[src/rtl/ula_mult_div.sv]
// ula_mult_div: multi-cycle MULT/MULTU/DIV/DIVU unit with HI/LO registers.
// Operands are reduced to magnitudes at start, a radix-2 loop runs for
// WIDTH steps, and the sign is restored in the FIX cycle before HI/LO update.
module ula_mult_div #(
    parameter int WIDTH = 32
) (
    input  logic             clock,
    input  logic             reset_n,
    input  logic [WIDTH-1:0] A,
    input  logic [WIDTH-1:0] B,
    input  logic [1:0]       OP,
    input  logic             START,
    input  logic             MTHI,
    input  logic             MTLO,
    output logic             BUSY,
    output logic             READY,
    output logic             DZ,
    output logic [WIDTH-1:0] HI,
    output logic [WIDTH-1:0] LO
);

    typedef enum logic [1:0] {IDLE, CALC, FIX} state_t;

    localparam int CW = $clog2(WIDTH + 1);
    // The counter reaches WIDTH after the last step; that extra CALC cycle
    // hands over to FIX so results land WIDTH+2 edges after START.
    localparam logic [CW-1:0] CNT_LAST = CW'(WIDTH);

    state_t               state_q, state_d;
    logic [CW-1:0]        cnt_q, cnt_d;
    logic                 is_div_q, is_div_d;
    logic [WIDTH-1:0]     a_q, a_d;        // |multiplicand| or shifting |dividend|
    logic [WIDTH-1:0]     b_q, b_d;        // shifting |multiplier| or |divisor|
    logic [2*WIDTH-1:0]   acc_q, acc_d;    // product, or {remainder, quotient}
    logic                 neg_q, neg_d;    // negate product / quotient
    logic                 rneg_q, rneg_d;  // negate remainder
    logic [WIDTH-1:0]     hi_q, hi_d;
    logic [WIDTH-1:0]     lo_q, lo_d;
    logic                 dz_q, dz_d;
    logic                 ready_q, ready_d;

    logic                 sgn;
    logic [WIDTH:0]       sum;
    logic [WIDTH:0]       rem_try;
    logic                 ge;
    logic [WIDTH-1:0]     rem_new;
    logic [WIDTH-1:0]     q_raw;
    logic [WIDTH-1:0]     r_raw;

    // Next-state, datapath step and HI/LO update
    always_comb begin
        state_d  = state_q;
        cnt_d    = cnt_q;
        is_div_d = is_div_q;
        a_d      = a_q;
        b_d      = b_q;
        acc_d    = acc_q;
        neg_d    = neg_q;
        rneg_d   = rneg_q;
        hi_d     = hi_q;
        lo_d     = lo_q;
        dz_d     = dz_q;
        ready_d  = 1'b0;
        sgn      = ~OP[0];
        sum      = '0;
        rem_try  = '0;
        ge       = 1'b0;
        rem_new  = '0;
        q_raw    = acc_q[WIDTH-1:0];
        r_raw    = acc_q[2*WIDTH-1:WIDTH];

        case (state_q)
            IDLE: begin
                if (START) begin
                    is_div_d = OP[1];
                    a_d      = (sgn && A[WIDTH-1]) ? -A : A;
                    b_d      = (sgn && B[WIDTH-1]) ? -B : B;
                    neg_d    = sgn & (A[WIDTH-1] ^ B[WIDTH-1]);
                    rneg_d   = sgn & A[WIDTH-1];
                    acc_d    = '0;
                    cnt_d    = '0;
                    state_d  = CALC;
                end else begin
                    if (MTHI) hi_d = A;
                    if (MTLO) lo_d = A;
                end
            end
            CALC: begin
                if (cnt_q == CNT_LAST) begin
                    state_d = FIX;
                end else begin
                    cnt_d = cnt_q + 1'b1;
                    if (!is_div_q) begin
                        // shift-add, multiplier bits consumed LSB first
                        sum   = {1'b0, acc_q[2*WIDTH-1:WIDTH]} + {1'b0, (b_q[0] ? a_q : '0)};
                        acc_d = {sum, acc_q[WIDTH-1:1]};
                        b_d   = b_q >> 1;
                    end else begin
                        // restoring division, dividend bits consumed MSB first
                        rem_try = {acc_q[2*WIDTH-1:WIDTH], a_q[WIDTH-1]};
                        ge      = rem_try >= {1'b0, b_q};
                        rem_new = ge ? (rem_try[WIDTH-1:0] - b_q) : rem_try[WIDTH-1:0];
                        acc_d   = {rem_new, acc_q[WIDTH-2:0], ge};
                        a_d     = a_q << 1;
                    end
                end
            end
            FIX: begin
                if (is_div_q) begin
                    // divisor register is untouched by the divide loop
                    dz_d = (b_q == '0);
                    lo_d = (b_q == '0) ? '1 : (neg_q ? -q_raw : q_raw);
                    hi_d = rneg_q ? -r_raw : r_raw;
                end else begin
                    dz_d = 1'b0;
                    {hi_d, lo_d} = neg_q ? -acc_q : acc_q;
                end
                ready_d = 1'b1;
                state_d = IDLE;
            end
            default: state_d = IDLE;
        endcase
    end

    // State and result registers; reset drops any operation in flight
    always_ff @(posedge clock or negedge reset_n) begin
        if (!reset_n) begin
            state_q  <= IDLE;
            cnt_q    <= '0;
            is_div_q <= 1'b0;
            a_q      <= '0;
            b_q      <= '0;
            acc_q    <= '0;
            neg_q    <= 1'b0;
            rneg_q   <= 1'b0;
            hi_q     <= '0;
            lo_q     <= '0;
            dz_q     <= 1'b0;
            ready_q  <= 1'b0;
        end else begin
            state_q  <= state_d;
            cnt_q    <= cnt_d;
            is_div_q <= is_div_d;
            a_q      <= a_d;
            b_q      <= b_d;
            acc_q    <= acc_d;
            neg_q    <= neg_d;
            rneg_q   <= rneg_d;
            hi_q     <= hi_d;
            lo_q     <= lo_d;
            dz_q     <= dz_d;
            ready_q  <= ready_d;
        end
    end

    assign BUSY  = (state_q != IDLE);
    assign READY = ready_q;
    assign DZ    = dz_q;
    assign HI    = hi_q;
    assign LO    = lo_q;

endmodule

[config.mk]
export PLATFORM = sky130hd
export DESIGN_NAME = ula_mult_div
export DESIGN_NICKNAME = d
export VERILOG_FILES = /design/src/rtl/ula_mult_div.sv
export SDC_FILE = /design/constraint.sdc
export NUM_CORES = 1
export LEC_CHECK = 0
export CAP_MARGIN = 20
export CORE_AREA = 2 2 161 163
export DETAILED_ROUTE_END_ITERATION = 6
export DIE_AREA = 0 0 163 165
export PLACE_DENSITY_LB_ADDON = 0.12
export SLEW_MARGIN = 10
export SYNTH_ARGS = -nofsm -noshare
export SYNTH_HDL_FRONTEND = slang
export SYNTH_SLANG_ARGS = --single-unit
[constraint.sdc]
create_clock -name clock -period 6.1 [get_ports clock]
set_input_delay 0.915 -clock clock [delete_from_list [all_inputs] [get_ports clock]]
set_output_delay 0.915 -clock clock [all_outputs]
set_load 0.01 [all_outputs]
[Word-level counts from Yosys, hierarchy flattened]
Index checks and enable logic that the tools add are counted.
Word-level totals
  flip-flop bits (word level): 205
  latch bits: 0
  memory bits (writable): 0
  ROM bits: 0
  output and inout bits: 67
  word-level logic and storage cells: 86
  memories: 0
Operators by class
  $add $sub $neg: 8
  multiply operators: 0
  div/mod/pow operators: 0
  order comparisons: 1
  eq/ne operators: 11
  shifts and indexed selects: 0
  multiplexer cells: 36
  bitwise gates (word level): 4
  reduce and logical (&&, ||, !) cells: 14
Operator list (number)
  $mux 32: 19
  $mux 64: 4
  $pmux 32 s2: 4
  $neg 32->32: 4
  $pmux 64 s2: 1
  $neg 64->64: 1
  $add 32x32->33: 1
  $ge 33x32->1: 1
  $logic_not 32->1: 1
  $sub 32x32->32: 1
  $ne 2x2->1 const B: 8
  $mux 6: 2
  $pmux 6 s2: 1
  $reduce_and 3->1: 3
  $reduce_and 4->1: 2
  $add 6x1->6 const B: 1
  $eq 6x6->1 const B: 1
  $reduce_bool 2->1: 3
  $mux 2: 2
  $pmux 2 s2: 1
  $reduce_and 2->1: 2
  $and 1x1->1: 2
  $eq 2x1->1 const B: 1
  $eq 2x2->1 const B: 1
  5 further kinds: 7

[Logic depth before layout (Yosys ltp)]
  depth after elaboration: 5
  mapped depth: 14
  gate-level depth less buffers: 13

[Least setup slack after synthesis]
No wires, ideal clock.
  path kind: input -> register
  start: in A[6]
  end: reg a_q[19]
  data arrival time: 3308 ps
  required time: 5970 ps
  setup slack: 2662 ps
  stages on the path: 10
  cell sequence: or4_4 or3_4 or4_4 or3_1 buf_2 o31ai_2 xor2_1 nor2_1 a21oi_1 o21ai_1
On the way
  word-level cells in the longest chain between the ends: 4
RTL lines
  from (decl): line 9  | input logic [WIDTH-1:0] A,
  $neg 32->32: line 76  | a_d = (sgn && A[WIDTH-1]) ? -A : A;
  $mux 32: line 76
  $mux 32: line 74  | if (START) begin
  $pmux 32 s2: line 72  | case (state_q)
  to (signal assigned): line 131  | a_q <= '0;
  to (signal assigned): line 144  | a_q <= a_d;
  to (decl): line 32  | logic [WIDTH-1:0] a_q, a_d;
Every way passes these cells. The select of a mux whose other input is x is not followed.
A chain may end at the register's enable or synchronous reset.

[Worst setup path in the final report]
  start: reg b_q[0]
  end: reg acc_q[61]
On the way
  word-level cells in the longest chain between the ends: 5
  elaborated cells on any way between the ends: 8
RTL lines
  from (decl): line 33  | logic [WIDTH-1:0] b_q, b_d;
  from (signal assigned): line 132  | b_q <= '0;
  from (signal assigned): line 145  | b_q <= b_d;
  $mux 32, or another cell as far along: line 95  | sum = {1'b0, acc_q[2*WIDTH-1:WIDTH]} + {1'b0, (b_q[0] ? a_q : '0)};
  $add 32x32->33 / $mux 32 (equally long branches): line 95, 102
  $mux 64 *: line 93  | if (!is_div_q) begin
  $mux 64 *: line 89  | if (cnt_q == CNT_LAST) begin
  $pmux 64 s2 *: line 72
  to (signal assigned): line 133  | acc_q <= '0;
  to (signal assigned): line 146  | acc_q <= acc_d;
  to (decl): line 34  | logic [2*WIDTH-1:0] acc_q, acc_d;
Mark *: on every way between the ends. The rest lies on a longest branch, timed or not. The select of a mux whose other input is x is not followed.

==> metrics.txt <==
initial antenna violation count 0; clk sinks 205; cts hold-fix bufs 0; CP Class reg -> reg; ys async rst share 100%; clk_lat worst skew 0.54 ns; syn nets 2105; drt wl/cell 21.3 µm; Setup crit start kind register; Final ANT Viol Nets 0; DP Cell Count 2337; CTS clk-pin slew, worst paths 0.06 ns; Distinct cells, synth 76; # Post-CTS Setup Buffers 0; status finished clean; Final HPWL DP 37400 µm; largest net degree at the start of global routing 122; Primary FF master, synth dfrtp_1; Initial DRT Pass Iterations 7; total length of routed wires 50700 µm; first-pass GRT wire length 79400 µm; setup violators final 0; vias per cell 6.60; nets 2176; LEAKAGE 7.71 nW; fillcell total 1874; Core ar. 25000 µm²; Max FO, Critical Path 35; die span in y 165 µm; TritonCTS buffer count 23; port bufs 137; synthesized flop and latch total 205; global placer's final weighted congestion 0.947; pwr/cell area 601 nW/µm²; Area Growth Syn to Fin 14.9%; Tot Pwr 0.0110 W; Fin. Hold Viols 0; sequential element share of the synthesized area 32.1%; min Tclk post-route 4.14 ns; Post-DP Area 17500 µm²; Avg Cell Area, Syn 8.14 µm²; layout cells sized above 1 4.64%; Max VDD drop 453 µV; Critical-path top delay cell dfrtp_1; fin crit share 67.9%; worst slew pin tran 1.02 ns; num rows 58; Most Frequent Cell on Critical Path o21ai_0; total global-route track usage 37.6%; Cell Chain, Critical Path and2_1, ha_1, inv_1, fa_1, nor2b_1, o21ai_0, a21oi_1, o21ai_0, o311a_1, o31a_1, o22ai_1, mux2_2, nand3_1; Mapped Area 16000 µm²; Clock Tree Buf Depth 3; RSZ-0062 raised after global routing false; WP data arrival 4.60 ns; Mapped Cells 1961; post-cts sizing count 0; Max-slew headroom 31.8%; critical path required time 6.56 ns; Max Clock Skew 0.0182 ns; remaining global-route overflow 0; drt drc 0; total negative slack 0 ns; Ys Warns 0; maxcap violations 0; Final Max Slew Viols 0; Finished Layout Cells 2378; fmax 242 MHz; # IOs 138; CTS tree done; vias in the first global route 14800; Final Util 73.3%; cell area after layout 18400 µm²; Crit. End Element register; worst hold path type in -> async; Post-synth EDFFs 0; Vias 15700; clk root buf clkbuf_16; Crit path largest cell delay 0.92 ns; Die X 163 µm; H-tree depth 1; initial drt markers 1776; initial core utilization 63.8%; DIE AREA 26900 µm²; Diodes inserted 0
==> placed cells by master (no fill, tap or decap), types with 23 or more instances in the layout <==
master / n
o21ai_0: 174
clkdlybuf4s50_1: 136
inv_1: 73
nor2_1: 131
o31ai_1: 62
xor2_1: 101
xnor2_1: 64
nand2_1: 232
clkbuf_16: 23
ha_1: 71
mux2i_1: 68
dfrtp_1: 204
a221o_1: 26
nor3_1: 31
nand3_1: 28
a21o_1: 24
a211oi_1: 25
and2_1: 39
a21oi_1: 190
or3_1: 32
==> final cells by class <==
cell class | instances | area [µm²] | share of cell area (%)
Tap cell | 330 | 413 | 2.25
Sequential cell | 205 | 5130 | 28.0
Inverter | 75 | 282 | 1.53
Timing Repair Buffer | 158 | 1530 | 8.35
Multi-Input combinational cell | 1569 | 10200 | 55.5
Clock buffer | 33 | 683 | 3.72
Clock inverter | 8 | 133 | 0.723
==> sequential cells by signal, summed over array words and instances (netlist names) <==
| register | count |
|---|---|
| DZ | 1 |
| LO | 32 |
| state_q | 2 |
| HI | 32 |
| cnt_q | 6 |
| rneg_q | 1 |
| is_div_q | 1 |
| a_q | 32 |
| b_q | 32 |
| READY | 1 |
| neg_q | 1 |
| acc_q | 64 |
==> cell usage after synthesis, types with 24 or more instances <==
cell type	n	share of area, %
nand3_1	28	0.88
clkbuf_1	97	2.3
a21o_1	24	1.1
a211oi_1	25	1.2
and2_1	39	1.5
or3_1	32	1.3
inv_1	74	1.7
a21oi_1	190	6.0
o31ai_1	62	2.9
ha_1	71	5.6
o21ai_0	174	5.5
nor2_1	132	3.1
nand2_1	232	5.5
nor3_1	31	0.97
a221o_1	26	1.6
mux2i_1	68	4.3
xnor2_1	64	3.5
xor2_1	101	5.5
dfrtp_1	205	32
==> report_power, final <==
group / switching [W] / internal, W
clock: 0.000581 / 0.000908
combinational: 0.00409 / 0.00276
sequential: 0.000761 / 0.00194
total: 0.00543 / 0.00561
==> worst max-delay path: cells and delay by family, from the launching register on <==
kind,cells,cell delay (ns)
compound gates,6,1.70
fa+ha+maj,2,0.59
buf+inv,1,0.06
flops,1,0.92
mux,1,0.38
simple gates,3,0.43
==> worst paths after layout <==
check	startpoint	to	slack (ns)	depth (start not counted)
setup / recovery	b_q[0]$_DFFE_PN0P_	acc_q[61]$_DFFE_PN0P_	1.96	13
setup reg to reg	b_q[0]$_DFFE_PN0P_	acc_q[61]$_DFFE_PN0P_	1.96	13
hold / removal	reset_n	READY$_DFF_PN0_	0.48	1
max in group asynchronous	reset_n	acc_q[41]$_DFFE_PN0P_	4.33	2
hold reg to reg	DZ$_DFFE_PN0P_	DZ$_DFFE_PN0P_	0.50	2
min in group clock	DZ$_DFFE_PN0P_	DZ$_DFFE_PN0P_	0.50	2
==> metal layers <==
| layer | routed length, µm | track usage [%] | vias to the layer above |
|---|---|---|---|
| li1 | - | - | 7254 |
| met1 | 20200 | 49.1 | 7446 |
| met2 | 23500 | 61.4 | 857 |
| met3 | 4390 | 4.82 | 146 |
| met4 | 2730 | 19.5 | 0 |
| met5 | 0 | 0 | - |
==> through the flow <==
step	setup slack (ns)	hold slack [ns]
2_1_floorplan	2.66	0.464
3_3_place_gp	1.91	0.460
3_5_place_dp	1.84	0.490
4_1_cts	2.01	0.504
5_1_grt	1.67	0.520
6_report	1.96	0.481
==> kinds of logic (layout without fill, tap and decap cells) <==
logic type	after synthesis	after routing	synth area share (%)
adders and majority gates	73	73	5.81
muxes	72	72	4.54
and+or+nand+nor	612	612	18.6
buffers and inverters	187	274	4.41
DFF	205	205	32.1
xor gates and xnor gates	165	165	9.05
AOI/OAI and AO/OA	647	647	25.4
Power figures use the tool's default switching activity.
